===== src/rtl/bus_dev_port.sv =====
// Device-side bus endpoint: show-ahead TX FIFO toward the arbiter, RX FIFO from the bus.
// Define BUS_DEV_ADDR_FILTER_EN to drop and count pushes not addressed to this id or broadcast.
module bus_dev_port #(
    parameter int          pckg_sz   = 16,
    parameter int          fifo_size = 8,
    parameter logic [7:0]  id        = 8'd0,
    parameter logic [7:0]  broadcast = 8'hFF
) (
    input  logic               clk,
    input  logic               reset,
    input  logic               tx_wr,
    input  logic [pckg_sz-1:0] tx_data,
    output logic               tx_full,
    output logic               tx_ovf,
    output logic               pndng,
    output logic [pckg_sz-1:0] D_pop,
    input  logic               pop,
    input  logic               push,
    input  logic [pckg_sz-1:0] D_push,
    input  logic               rx_rd,
    output logic [pckg_sz-1:0] rx_data,
    output logic               rx_vld,
    output logic [7:0]         rx_drop_cnt
);

    localparam int aw = (fifo_size > 1) ? $clog2(fifo_size) : 1;
    localparam logic [aw:0] full_cnt = (aw + 1)'(fifo_size);

`ifdef BUS_DEV_ADDR_FILTER_EN
    localparam bit addr_filter = 1'b1;
`else
    localparam bit addr_filter = 1'b0;
`endif

    logic [pckg_sz-1:0] tx_mem [fifo_size];
    logic [aw-1:0]      tx_wptr;
    logic [aw-1:0]      tx_rptr;
    logic [aw:0]        tx_count;
    logic               tx_do_pop;
    logic               tx_do_wr;

    assign pndng     = (tx_count != '0);
    assign tx_full   = (tx_count == full_cnt);
    assign tx_do_pop = pop && pndng;
    // A write into a full FIFO still fits when the head leaves on the same edge.
    assign tx_do_wr  = tx_wr && (!tx_full || tx_do_pop);
    assign D_pop     = pndng ? tx_mem[tx_rptr] : '0;

    always_ff @(posedge clk or posedge reset) begin
        if (reset) begin
            tx_wptr  <= '0;
            tx_rptr  <= '0;
            tx_count <= '0;
            tx_ovf   <= 1'b0;
        end else begin
            if (tx_do_wr)
                tx_wptr <= tx_wptr + 1'b1;
            if (tx_do_pop)
                tx_rptr <= tx_rptr + 1'b1;
            case ({tx_do_wr, tx_do_pop})
                2'b10:   tx_count <= tx_count + 1'b1;
                2'b01:   tx_count <= tx_count - 1'b1;
                default: tx_count <= tx_count;
            endcase
            tx_ovf <= tx_wr && !tx_do_wr;
        end
    end

    always_ff @(posedge clk) begin
        if (tx_do_wr)
            tx_mem[tx_wptr] <= tx_data;
    end

    logic [pckg_sz-1:0] rx_mem [fifo_size];
    logic [aw-1:0]      rx_wptr;
    logic [aw-1:0]      rx_rptr;
    logic [aw:0]        rx_count;
    logic               rx_full;
    logic               rx_do_rd;
    logic               addr_hit;
    logic               rx_qual;
    logic               rx_accept;
    logic               rx_drop;

    assign rx_vld    = (rx_count != '0);
    assign rx_full   = (rx_count == full_cnt);
    assign rx_do_rd  = rx_rd && rx_vld;
    assign addr_hit  = (D_push[pckg_sz-1 -: 8] == id) || (D_push[pckg_sz-1 -: 8] == broadcast);
    assign rx_qual   = push && (addr_hit || !addr_filter);
    assign rx_accept = rx_qual && (!rx_full || rx_do_rd);
    // Misroutes (filter build) and full-FIFO overruns both land here.
    assign rx_drop   = push && !rx_accept;
    assign rx_data   = rx_vld ? rx_mem[rx_rptr] : '0;

    always_ff @(posedge clk or posedge reset) begin
        if (reset) begin
            rx_wptr     <= '0;
            rx_rptr     <= '0;
            rx_count    <= '0;
            rx_drop_cnt <= 8'd0;
        end else begin
            if (rx_accept)
                rx_wptr <= rx_wptr + 1'b1;
            if (rx_do_rd)
                rx_rptr <= rx_rptr + 1'b1;
            case ({rx_accept, rx_do_rd})
                2'b10:   rx_count <= rx_count + 1'b1;
                2'b01:   rx_count <= rx_count - 1'b1;
                default: rx_count <= rx_count;
            endcase
            if (rx_drop && (rx_drop_cnt != 8'hFF))
                rx_drop_cnt <= rx_drop_cnt + 8'd1;
        end
    end

    always_ff @(posedge clk) begin
        if (rx_accept)
            rx_mem[rx_wptr] <= D_push;
    end

endmodule


===== config.mk =====
export PLATFORM = sky130hd
export DESIGN_NAME = bus_dev_port
export DESIGN_NICKNAME = d
export VERILOG_FILES = /design/src/rtl/bus_dev_port.sv
export SDC_FILE = /design/constraint.sdc
export NUM_CORES = 1
export LEC_CHECK = 0
export CAP_MARGIN = 20
export CELL_PAD_IN_SITES_DETAIL_PLACEMENT = 0
export CELL_PAD_IN_SITES_GLOBAL_PLACEMENT = 1
export CORE_UTILIZATION = 35
export CTS_CLUSTER_SIZE = 20
export DETAILED_ROUTE_END_ITERATION = 12
export GPL_TIMING_DRIVEN = 0
export PLACE_DENSITY = 0.67
export SLEW_MARGIN = 5
export SYNTH_ARGS = -nofsm -noshare
export SYNTH_HDL_FRONTEND = slang
export SYNTH_SLANG_ARGS = --single-unit

===== constraint.sdc =====
create_clock -name clk -period 4.7 [get_ports clk]
set_clock_uncertainty 0.15 [all_clocks]
set_input_delay 0.705 -clock clk [delete_from_list [all_inputs] [get_ports clk]]
set_output_delay 0.705 -clock clk [all_outputs]
set_load 0.005 [all_outputs]

==> Word-level counts from Yosys, hierarchy flattened <==
Memory sizes are Yosys's and may differ from the RTL's.
Cells that the tools add are included.
{ "totals": {"regBits": 29, "mem_bits_rw": 256, "n_memories": 2, "inputBits": 38} }
{ "memory_table": {"columns": ["name", "depth", "word_bits", "read_ports", "rd_ports_with_merged_regs", "wr", "line", "rtl"], "rows": [
  ["rx_mem", 8, 16, 1, 0, 1, "74", "logic [pckg_sz-1:0] rx_mem [fifo_size];"],
  ["tx_mem", 8, 16, 1, 0, 1, "35", "logic [pckg_sz-1:0] tx_mem [fifo_size];"]
]} }
{ "classes": {"addsub": 9, "reduce_logical": 17, "eq_ne": 7, "muxes": 8} }
{ "op_table": {"columns": ["operator", "count"], "rows": [
  ["2-to-1 mux 16 bit", 2],
  ["case mux 4 bit (2 select lines)", 2],
  ["adder 3 x 1 -> 3 bit, second input constant", 4],
  ["adder 4 x 1 -> 4 bit, second input constant", 2],
  ["adder 8 x 1 -> 8 bit, second input constant", 1],
  ["== test 4 bit, second input constant", 2],
  ["inequality test 8 bit, second input constant", 1],
  ["nonzero test 4 bit", 2],
  ["subtractor 4 x 1 -> 4 bit, second input constant", 2],
  ["logical AND 1 bit", 7],
  ["== test 2 x 1 -> 1 bit, second input constant", 2],
  ["== test 2 bit, second input constant", 2],
  ["logical NOT 1 bit", 4],
  ["2-to-1 mux 1 bit", 4],
  ["nonzero test 2 bit", 2],
  ["logical OR 1 bit", 2]
]} }

==> Logic depth before layout (Yosys ltp) <==
{ "logic_depth": {"ltp_word": 7, "ltp_mapped": 12} }

==> Least setup slack after synthesis <==
OpenSTA, ideal clock, no wires.
{ "synth_timing": {"kind": "in2reg", "from": "input port push", "to": "memory rx_mem[0][0] (enable)", "path_slack_ns": 1.151, "t_required_ns": 4.120, "stages": 4, "t_arrival_ns": 2.969, "cell_sequence": "clkbuf_1 clkbuf_1 nand2_1 nor4_1"} }
{ "synth_via": {"elab_chain_len": 3} }
{ "synth_lines": {"columns": ["item", "line", "rtl"], "rows": [
  ["from (decl)", "18", "input logic push,"],
  ["logical AND 1 bit", "90", "assign rx_accept = rx_qual && (!rx_full || rx_do_rd);"],
  ["2-to-1 mux 1 bit", "117", "if (rx_accept)"],
  ["2-to-1 mux 1 bit (implied by the code)", "118", "rx_mem[rx_wptr] <= D_push;"],
  ["to (decl)", "74", null]
]} }
No other way between the ends.

==> Final worst setup path <==
{ "layout_timing": {"from": "register tx_rptr[1]", "to": "output port D_pop[7]"} }
{ "layout_via": {"elab_chain_len": 2} }
{ "layout_lines": {"columns": ["item", "line", "rtl"], "rows": [
  ["from (decl)", "37", "logic [aw-1:0] tx_rptr;"],
  ["from (signal assigned)", "59", "tx_rptr <= tx_rptr + 1'b1;"],
  ["memory (8 x 16 bit)", null, null],
  ["2-to-1 mux 16 bit", "47", "assign D_pop = pndng ? tx_mem[tx_rptr] : '0;"],
  ["to (decl)", "16", "output logic [pckg_sz-1:0] D_pop,"]
]} }
No other way between the ends.

==> flow_metrics.py <==
metrics = {
    "sta": {
        "tightest_slew_ps": 950,
        "hold_viol": 0,
        "rsz0062_at_grt": "no",
        "fin_tns_setup_ps": 0,
        "maxSlewViolCount": 0,
        "slew-limit-headroom": 0.363,
        "finalSetupViolCount": 0,
        "layout_worst_path_cycle_share": 0.827,
        "fin_crit_ps": 3890,
        "fmax_mhz": 257,
    },
    "clocking": {
        "ctsLongestPathBuffers": 3,
        "cts_max_level": 1,
        "clkSinkCount": 285,
        "clk_latency_ps": 560,
        "root_buffer": "clkbuf_16",
        "ctsHoldBuffers": 0,
        "cts_tree": "built",
        "post_cts_buffers": 0,
        "clk_pin_slew_ps": 60,
        "cts_buffers": 31,
        "ctsResizeCount": 0,
    },
    "run": {
        "max_cap_violations": 0,
    },
    "floorplanning": {
        "start_util": 0.360,
        "die_h_um": 183,
        "die_area_sq_um": 33500,
        "fp.coreArea_sq_um": 31900,
        "placementRows": 65,
        "die_w_um": 183,
        "io_pins": 82,
    },
    "global_route": {
        "grt_first_pass_wirelength_mm": 36.9,
        "antenna_found_initial": 1,
        "grt_overflow": 0,
        "grt_pass1_vias": 6235,
        "grt_util_all_layers": 0.147,
        "grt_max_degree": 19,
    },
    "final_layout": {
        "n_antenna_cell": 0,
        "multi_input_comb_area_sq_um": 2950,
        "seq_area_sq_um": 8410,
        "finalNetCount": 779,
        "fill_cells": 2748,
        "area_growth_pct": 23.3,
        "utilization": 0.444,
        "drive_gt1_frac": 0.223,
    },
    "route": {
        "ant_nets": 0,
        "wl_per_cell_um": 20.3,
        "route.detailed.drc": 0,
        "via_count": 5898,
        "finalWirelength_mm": 24.1,
        "viasPerCell": 4.96,
        "drt-initial-drc-count": 301,
        "dr.pass1.iters": 4,
    },
    "synthesis": {
        "yosysMostFrequentCell": "edfxtp_1",
        "synth_area_sq_um": 11500,
        "synth_seq_cells": 285,
        "synthesis.instances": 591,
        "synthFlopType": "edfxtp_1",
        "synth_nets": 640,
        "yosysSeqAreaShare": 0.733,
        "synth_top_area_cell": "edfxtp_1",
        "synth_warnings": 0,
        "ys_types": 51,
        "syn_avg_cell_area_sq_um": 19.4,
        "synth-edff-count": 256,
        "synth_top_area_share": 0.670,
        "yosys-top-cells-count": "edfxtp_1, mux4_2, nor2_1, mux2i_1, dfrtp_1",
        "async_flop_share": 0.102,
        "synthTopCellsByArea": "edfxtp_1, mux4_2, dfrtp_1",
    },
    "setup_path": {
        "cp.arrival_ps": 3030,
        "worstRegToRegCells": 11,
        "crit_fanout": 10,
        "end_kind": "primary output",
        "crit_type": "reg2out",
        "startpoint_type": "register",
        "required_ps": 3850,
    },
    "outcome": {
        "status": "finished, final reports clean",
    },
    "hold_path": {
        "hold_path.class": "in2async",
    },
    "power_and_ir_drop": {
        "p_leak_nw": 4.80,
        "powerDensity_nw_per_um2": 613,
        "peakVddDrop_v": 0.000359,
    },
    "placed_design": {
        "io_buffers": 81,
        "dp_hpwl_mm": 16.2,
        "routabilityCongestion": 0.748,
    },
}
-- worst max-delay path, stage by stage (launching register included) --
cell             delay [ps]
dfrtp_1                 350
buf_1                   270
clkbuf_1                690
mux4_2                  350
mux2i_1                  70
nor2_1                  190
clkdlybuf4s50_1         550
-- flip-flops by register name (all words and copies together), names as in the netlist --
name and count:
tx_count 4, rx_mem 128, rx_rptr 3, rx_wptr 3
tx_mem 128, tx_rptr 3, rx_drop_cnt 8, tx_ovf 1
rx_count 4, tx_wptr 3
-- per-stage QoR --
stage	power, mW	setup slack, ps	hold slack [ps]	instance area (sq um)	instances
after floorplan	5.16	1150	355	11500	591
after global placement	6.30	-1250	376	12800	1107
after detailed placement	6.51	826	398	13200	1131
after CTS	8.80	730	364	14100	1188
after global routing	9.13	645	399	14200	1189
final	8.67	812	358	14200	1189
-- path summary, 6_finish.rpt --
kind	startpoint	endpoint	slack, ps
worst max-delay path	tx_rptr[1]	D_pop[7]	810
worst min-delay path	reset	tx_ovf	360
worst max register to register	tx_count[0]	tx_count[2]	1750
worst min register to register	rx_drop_cnt[0]	rx_drop_cnt[0]	400
max in group asynchronous	reset	rx_rptr[1]	3540
min in group clk	rx_drop_cnt[0]	rx_drop_cnt[0]	400
-- power by group --
part	switching [mW]	leakage (nW)	internal (mW)
Clock	0.946	0.462	1.32
Combinational	1.43	1.66	1.56
Sequential	0.208	2.68	3.20
-- cell families (layout without fill, tap and decap cells) --
family                     count (synthesis)  count (layout)  share of synthesized area
DFF                                      285             285                      0.733
and+or+nand+nor                          111             111                     0.0487
muxes                                    107             107                      0.164
buffers and inverters                     38             201                     0.0156
AOI/OAI and AO/OA                         23              23                     0.0134
xor gates and xnor gates                  16              16                     0.0122
adders and majority gates                 11              11                     0.0126
-- placed cells by master (no fill, tap or decap), types with 4 or more instances in the layout --
master	count
mux4_2	64
mux2_1	6
clkdlybuf4s50_1	81
xor2_1	5
clkbuf_16	31
nor2_1	41
buf_4	16
nor2_2	6
xnor2_1	11
nor3_2	8
mux2i_1	34
nand2b_1	6
clkinv_1	8
nand3_1	8
clkinv_2	4
ha_1	10
clkbuf_1	22
nand2_1	20
buf_2	7
buf_6	6
buf_8	6
edfxtp_1	256
a21oi_1	4
dfrtp_1	29
inv_1	6
-- routing by layer --
metal / GRT usage / vias to the layer above / wire length [um]
met2: 0.245 / 159 / 11800
li1: - / 2641 / -
met1: 0.200 / 3050 / 10600
met5: 0 / - / 12
met3: 0.0250 / 46 / 1150
met4: 0.0403 / 2 / 568
-- area by class of cell --
cell class,count,area share
buffer,29,0.0102
clock buffer,39,0.0569
clock inverter,18,0.0111
inverter,9,0.00248
multi-input combinational,268,0.209
sequential,285,0.595
tap,435,0.0385
timing repair buffer,106,0.0776
Note: power is estimated with default switching activity, not from simulation.
